### src/rtl/uart_tx_arbiter_if.sv
// Bundle between four byte requesters, the round-robin arbiter and one UART transmitter.
// The arbiter takes the slave side; the requesters/transmitter (or a bench) take the master side.
interface uart_tx_arbiter_if;
  logic [3:0]  req;
  logic [31:0] req_data;
  logic [3:0]  ack;
  logic        tx_start;
  logic [7:0]  tx_data;
  logic        tx_busy;
  logic        busy_flag;
  logic [1:0]  cur_grant;
  logic        err_timeout;

  modport slave (
    input  req, req_data, tx_busy,
    output ack, tx_start, tx_data, busy_flag, cur_grant, err_timeout
  );

  modport master (
    output req, req_data, tx_busy,
    input  ack, tx_start, tx_data, busy_flag, cur_grant, err_timeout
  );
endinterface

### src/rtl/uart_tx_arbiter.sv
// Round-robin arbiter feeding one UART transmitter: grants a byte, pulses tx_start,
// tracks tx_busy with a start timeout, then holds off for an inter-frame gap.
module uart_tx_arbiter #(
  parameter int START_TO = 16,
  parameter int GAP_CYC  = 434
) (
  input logic          sys_clk,
  input logic          rst,
  uart_tx_arbiter_if.slave bus
);

  localparam int CNT_MAX = ((START_TO - 1) > GAP_CYC) ? (START_TO - 1) : GAP_CYC;
  localparam int CNT_W   = (CNT_MAX < 2) ? 1 : $clog2(CNT_MAX + 1);

  localparam logic [CNT_W-1:0] TO_LAST  = CNT_W'(START_TO - 1);
  localparam logic [CNT_W-1:0] GAP_LAST = CNT_W'((GAP_CYC > 0) ? (GAP_CYC - 1) : 0);
  localparam logic [CNT_W-1:0] CNT_SAT  = CNT_W'(CNT_MAX);

  typedef enum logic [2:0] {
    S_IDLE,
    S_START,
    S_WAIT_HI,
    S_WAIT_LO,
    S_GAP
  } state_e;

  state_e           state_q, state_d;
  logic [1:0]       last_q, last_d;
  logic [1:0]       cur_grant_q, cur_grant_d;
  logic [7:0]       tx_data_q, tx_data_d;
  logic [3:0]       ack_q, ack_d;
  logic             tx_start_q, tx_start_d;
  logic             err_q, err_d;
  logic             busy_q, busy_d;
  logic [CNT_W-1:0] cnt_q, cnt_d;

  logic [1:0]       winner;
  logic [1:0]       cand;
  logic             found;
  logic [CNT_W-1:0] cnt_inc;

  // Search upward from the requester after the last winner; offset 4 wraps back to last_q.
  always_comb begin
    // NOTE: every variable gets a default before any branch so no path leaves it unassigned (no latch).
    winner = last_q;
    found  = 1'b0;
    cand   = '0;
    for (int k = 1; k <= 4; k++) begin
      cand = last_q + 2'(k);
      if (!found && bus.req[cand]) begin
        found  = 1'b1;
        winner = cand;
      end
    end
  end

  assign cnt_inc = (cnt_q == CNT_SAT) ? cnt_q : cnt_q + CNT_W'(1);

  always_ff @(posedge sys_clk or posedge rst) begin
    // NOTE: state is updated with non-blocking assignments so every flop samples pre-edge values.
    if (rst) begin
      state_q     <= S_IDLE;
      last_q      <= 2'd3;
      cur_grant_q <= 2'd0;
      tx_data_q   <= 8'h00;
      ack_q       <= 4'b0000;
      tx_start_q  <= 1'b0;
      err_q       <= 1'b0;
      busy_q      <= 1'b0;
      cnt_q       <= '0;
    end else begin
      state_q     <= state_d;
      last_q      <= last_d;
      cur_grant_q <= cur_grant_d;
      tx_data_q   <= tx_data_d;
      ack_q       <= ack_d;
      tx_start_q  <= tx_start_d;
      err_q       <= err_d;
      busy_q      <= busy_d;
      cnt_q       <= cnt_d;
    end
  end

  always_comb begin
    state_d = state_q;
    unique case (state_q)
      S_IDLE:    if (found) state_d = S_START;
      S_START:   state_d = S_WAIT_HI;
      S_WAIT_HI: begin
        if (bus.tx_busy)          state_d = S_WAIT_LO;
        else if (cnt_q >= TO_LAST) state_d = S_IDLE;
      end
      S_WAIT_LO: if (!bus.tx_busy) state_d = S_GAP;
      S_GAP:     if (cnt_q >= GAP_LAST) state_d = S_IDLE;
      default:   state_d = S_IDLE;
    endcase
  end

  // Outputs are registered, so ack shows during START and tx_start one cycle later.
  always_comb begin
    ack_d       = 4'b0000;
    tx_start_d  = 1'b0;
    err_d       = 1'b0;
    tx_data_d   = tx_data_q;
    cur_grant_d = cur_grant_q;
    last_d      = last_q;
    cnt_d       = cnt_q;
    busy_d      = (state_d != S_IDLE);
    unique case (state_q)
      S_IDLE: begin
        if (found) begin
          ack_d       = 4'b0001 << winner;
          tx_data_d   = bus.req_data[{winner, 3'b000} +: 8];
          cur_grant_d = winner;
          last_d      = winner;
        end
      end
      S_START: begin
        tx_start_d = 1'b1;
        cnt_d      = '0;
      end
      S_WAIT_HI: begin
        if (!bus.tx_busy) begin
          if (cnt_q >= TO_LAST) begin
            err_d = 1'b1;
            cnt_d = '0;
          end else begin
            cnt_d = cnt_inc;
          end
        end
      end
      S_WAIT_LO: if (!bus.tx_busy) cnt_d = '0;
      S_GAP:     cnt_d = (cnt_q >= GAP_LAST) ? '0 : cnt_inc;
      default:   cnt_d = '0;
    endcase
  end

  assign bus.ack         = ack_q;
  assign bus.tx_start    = tx_start_q;
  assign bus.tx_data     = tx_data_q;
  assign bus.busy_flag   = busy_q;
  assign bus.cur_grant   = cur_grant_q;
  assign bus.err_timeout = err_q;

endmodule

### src/flat_wrapper.sv
// flat-port wrapper written by rule: the top's interface ports become plain ports
module uart_tx_arbiter_flat 
#(
  parameter int START_TO = 16,
  parameter int GAP_CYC  = 434
)
  (sys_clk, rst, bus_req, bus_req_data, bus_tx_busy, bus_ack, bus_tx_start, bus_tx_data, bus_busy_flag, bus_cur_grant, bus_err_timeout);
  uart_tx_arbiter_if bus_i ();
  input logic sys_clk;
  input logic rst;
  input wire logic [$bits(bus_i.req)-1:0] bus_req;
  input wire logic [$bits(bus_i.req_data)-1:0] bus_req_data;
  input wire logic [$bits(bus_i.tx_busy)-1:0] bus_tx_busy;
  output wire logic [$bits(bus_i.ack)-1:0] bus_ack;
  output wire logic [$bits(bus_i.tx_start)-1:0] bus_tx_start;
  output wire logic [$bits(bus_i.tx_data)-1:0] bus_tx_data;
  output wire logic [$bits(bus_i.busy_flag)-1:0] bus_busy_flag;
  output wire logic [$bits(bus_i.cur_grant)-1:0] bus_cur_grant;
  output wire logic [$bits(bus_i.err_timeout)-1:0] bus_err_timeout;
  assign bus_i.req = bus_req;
  assign bus_i.req_data = bus_req_data;
  assign bus_i.tx_busy = bus_tx_busy;
  assign bus_ack = bus_i.ack;
  assign bus_tx_start = bus_i.tx_start;
  assign bus_tx_data = bus_i.tx_data;
  assign bus_busy_flag = bus_i.busy_flag;
  assign bus_cur_grant = bus_i.cur_grant;
  assign bus_err_timeout = bus_i.err_timeout;
  uart_tx_arbiter #(.START_TO(START_TO), .GAP_CYC(GAP_CYC)) u_core (.sys_clk(sys_clk), .rst(rst), .bus(bus_i));
endmodule
### config.mk
export PLATFORM = sky130hd
export DESIGN_NAME = uart_tx_arbiter_flat
export DESIGN_NICKNAME = d
export VERILOG_FILES = /design/src/rtl/uart_tx_arbiter_if.sv /design/src/rtl/uart_tx_arbiter.sv /design/src/flat_wrapper.sv
export SDC_FILE = /design/constraint.sdc
export NUM_CORES = 1
export LEC_CHECK = 0
export CELL_PAD_IN_SITES_DETAIL_PLACEMENT = 1
export CELL_PAD_IN_SITES_GLOBAL_PLACEMENT = 1
export CORE_ASPECT_RATIO = 1.1
export CORE_MARGIN = 1
export CORE_UTILIZATION = 31
export CTS_BUF_LIST = sky130_fd_sc_hd__clkbuf_2
export CTS_CLUSTER_SIZE = 25
export DETAILED_ROUTE_END_ITERATION = 6
export GPL_ROUTABILITY_DRIVEN = 0
export PLACE_DENSITY = 0.73
export REMOVE_ABC_BUFFERS = 1
export SLEW_MARGIN = 40
export SYNTH_ARGS = -nofsm -noshare
export SYNTH_HDL_FRONTEND = slang
export SYNTH_SLANG_ARGS = --single-unit
### constraint.sdc
create_clock -name sys_clk -period 2.3 [get_ports sys_clk]
set_input_delay 0.23 -clock sys_clk [delete_from_list [all_inputs] [get_ports sys_clk]]
set_output_delay 0.23 -clock sys_clk [all_outputs]
set_load 0.01 [all_outputs]
==> flow_summary_export.csv <==
group,metric,value,unit
route,wl_per_cell,16.4,µm
power,power_density,1030,mW/mm²
hold_path,min_path_type,"in -> async",
power,vdd_drop_max,445,µV
power,p_leak,1.16,nW
clocking,cts.clk_slew.worst_paths,170,ps
finish,final_common_cell,"clkdlybuf4s50_1",
global_routing,grt.overflow.total,0,
route,drc,0,
synthesis,yosys.area_share.simple,22.9,%
floorplanning,core_area,0.00588,mm²
critical_path,required,2610,ps
synthesis,synth_top_family_by_area,"compound AO/OA/AOI/OAI gates",
synthesis,synthAdderAreaFrac,1.95,%
floorplanning,row_count,29,
synthesis,synthMuxAreaShare,5.27,%
route,vias_per_cell,5.26,
timing,period_needed,2150,ps
route,dr.pass1.iters,5,
finish,diodes,0,
finish,drive_gt1_share,16.7,%
critical_path,worst-endpoint-arrival,2460,ps
timing,skew,11.6,ps
route,wl,5480,µm
synthesis,synth_cell_types,56,
synthesis,netlist_instances,187,
floorplanning,die_x,77.1,µm
synthesis,synth-xor-area-share,0.456,%
timing,slew_headroom,62.3,%
synthesis,synth_compound_area_share,24.3,%
clocking,clock_sinks,31,
clocking,cts_max_level,2,
finish,fillers,686,
critical_path,end_kind,"flop",
route,ant_nets,0,
floorplanning,dieArea,0.00652,mm²
synthesis,ys_seq_elements,31,
critical_path,cpPeakStageDelay,460,ps
critical_path,start_kind,"flop",
placed_design,dp_hpwl,4200,µm
timing,worst_pin_slew,562,ps
finish,final_core_util,45.5,%
critical_path,crit_chain,"ha_1 -> a21o_1 -> a2111oi_4 -> a22oi_2 -> nor3_1 -> mux2_2",
timing,final.setup.tns,0,ps
global_routing,grt_start_max_net_pins,32,
synthesis,ys_warn_count,0,
critical_path,worstPathMaxFanout,7,
floorplanning,start_util,32.7,%
timing,grt_setup_unrepaired,"no",
clocking,cts_setup_buffers,0,
synthesis,ys_top_cells_by_area,"dfrtp_1 38%, o31ai_1 3.1%, dfstp_2 2.7%",
synthesis,yosysSeqAreaShare,40.5,%
run,drv_cap,0,
floorplanning,io_pins,56,
critical_path,slowest_stage,"dfrtp_1",
critical_path,crit_buf_inv,0,
floorplanning,die_y,84.6,µm
clocking,clockRootBuffer,"clkbuf_2",
clocking,cts_buffers,5,
synthesis,syn_area,0.00192,mm²
clocking,clock_latency,370,ps
route,vias,1757,
clocking,post_cts_resized,0,
synthesis,synth.avg_cell_area,10.3,µm²
global_routing,grt_pass1_vias,1959,
status,status,"finished clean",
global_routing,grt_antenna_before_repair,0,
timing,final-max-slew-violation-count,0,
critical_path,r2r_slack,150,ps
timing,hold_viol_final,0,
critical_path,critical_path.top_delay_family,"compound AO/OA/AOI/OAI gates",
critical_path,crit_type,"reg -> reg",
finish,area_delta_synth_final,39.2,%
finish,nNetsFinal,298,
timing,setup_viol,0,
clocking,cts_buffer_depth,2,
route,drtIter0Drc,78,
clocking,cts_tree,"built",
timing,fmax,465,MHz
timing,finalCritPeriodShare,93.4,%
power,power,2.77,mW
clocking,cts_hold_buffers,0,
finish,layout_common_cells,"55 x clkdlybuf4s50_1, 29 x dfrtp_1, 18 x buf_4",
global_routing,grt_pass1_wl,9550,µm
synthesis,synthDominantCellAreaShare,37.8,%
timing,hold_ws,229,ps
synthesis,yosysTopAreaCell,"dfrtp_1",
global_routing,grt_usage,18.5,%
placed_design,io_buffers,55,
report_power, final:
group / total (mW) / switching, mW / internal, mW
combinational: 1.60 / 0.783 / 0.814
clock: 0.267 / 0.194 / 0.0732
sequential: 0.904 / 0.173 / 0.731
sequential cells by signal (all words and copies together) (netlist names), 2 cells and up:
name,flops
u_core.bus.tx_data,8
u_core.bus.ack,4
u_core.state_q,3
u_core.last_q,2
u_core.bus.cur_grant,2
u_core.cnt_q,9
logic make-up (layout without fill, tap and decap cells):
family | Yosys count | count (layout)
simple gates | 69 | 69
mux | 9 | 9
compound gates | 57 | 57
flops | 31 | 31
buf+inv | 17 | 87
fa+ha+maj | 3 | 3
xor+xnor | 1 | 1
cell usage after synthesis, drive strengths merged:
cell     number
a22oi         1
xnor2         1
and4          2
and3          5
nor3b         1
and2          2
a2bb2oi       1
nor3          5
dfstp         2
mux2i         3
or2           2
o41ai         1
nor4b         2
and3b         2
mux2          6
nand2        10
o31ai         9
nor2b         5
nand2b        4
nand4         8
ha            3
o21a          2
a211o         3
a221o         5
nor2         11
clkbuf        6
o21ai         7
nand3b        1
a31oi         1
a32o          1
a2111oi       1
a22o          6
a21o          3
and2b         1
dfrtp        29
or3           1
or4           3
o211ai        3
inv           6
a21oi        12
nand3         1
buf           5
o22ai         1
nor4          3
through the flow:
stage | instance area, µm² | std cells | worst slack, ps
after floorplan | 1860 | 176 | 252
after global placement | 2640 | 326 | 118
after detailed placement | 2640 | 326 | 44.0
after CTS | 2680 | 334 | 120
after global routing | 2680 | 334 | 31.8
final | 2680 | 334 | 152
layout make-up:
class	instances	area (µm²)	area share (%)
Multi-Input combinational cell	139	1050	39.4
Sequential cell	31	778	29.1
Timing Repair Buffer	73	686	25.6
Tap cell	77	96.3	3.60
Clock buffer	6	30.0	1.12
Inverter	6	22.5	0.842
Clock inverter	2	7.51	0.281
final timing paths:
| path | start | endpoint | cells past startpoint |
|---|---|---|---|
| max | u_core.cnt_q[1] | u_core.cnt_q[0] | 6 |
| min | rst | u_core.bus.tx_data[4] | 3 |
| max reg2reg | u_core.cnt_q[1] | u_core.cnt_q[0] | 6 |
| min reg2reg | u_core.bus.tx_data[2] | u_core.bus.tx_data[2] | 1 |
| max in group asynchronous | rst | u_core.last_q[1] | 3 |
| min in group sys_clk | bus_tx_busy | u_core.state_q[0] | 3 |
routing by layer:
layer	vias to the layer above	global-route usage (%)	wire [µm]
met5	-	0	0
met4	0	5.83	68
met3	7	4.13	315
met2	55	31.9	2690
met1	843	23.0	2400
li1	852	-	-
worst reg2reg max path, stage by stage, from the launching register on:
cell       delay, ps
dfrtp_1          460
ha_1             240
a21o_1           190
a2111oi_4        410
a22oi_2          240
nor3_1           330
mux2_2           220
Power figures use the tool's default switching activity.
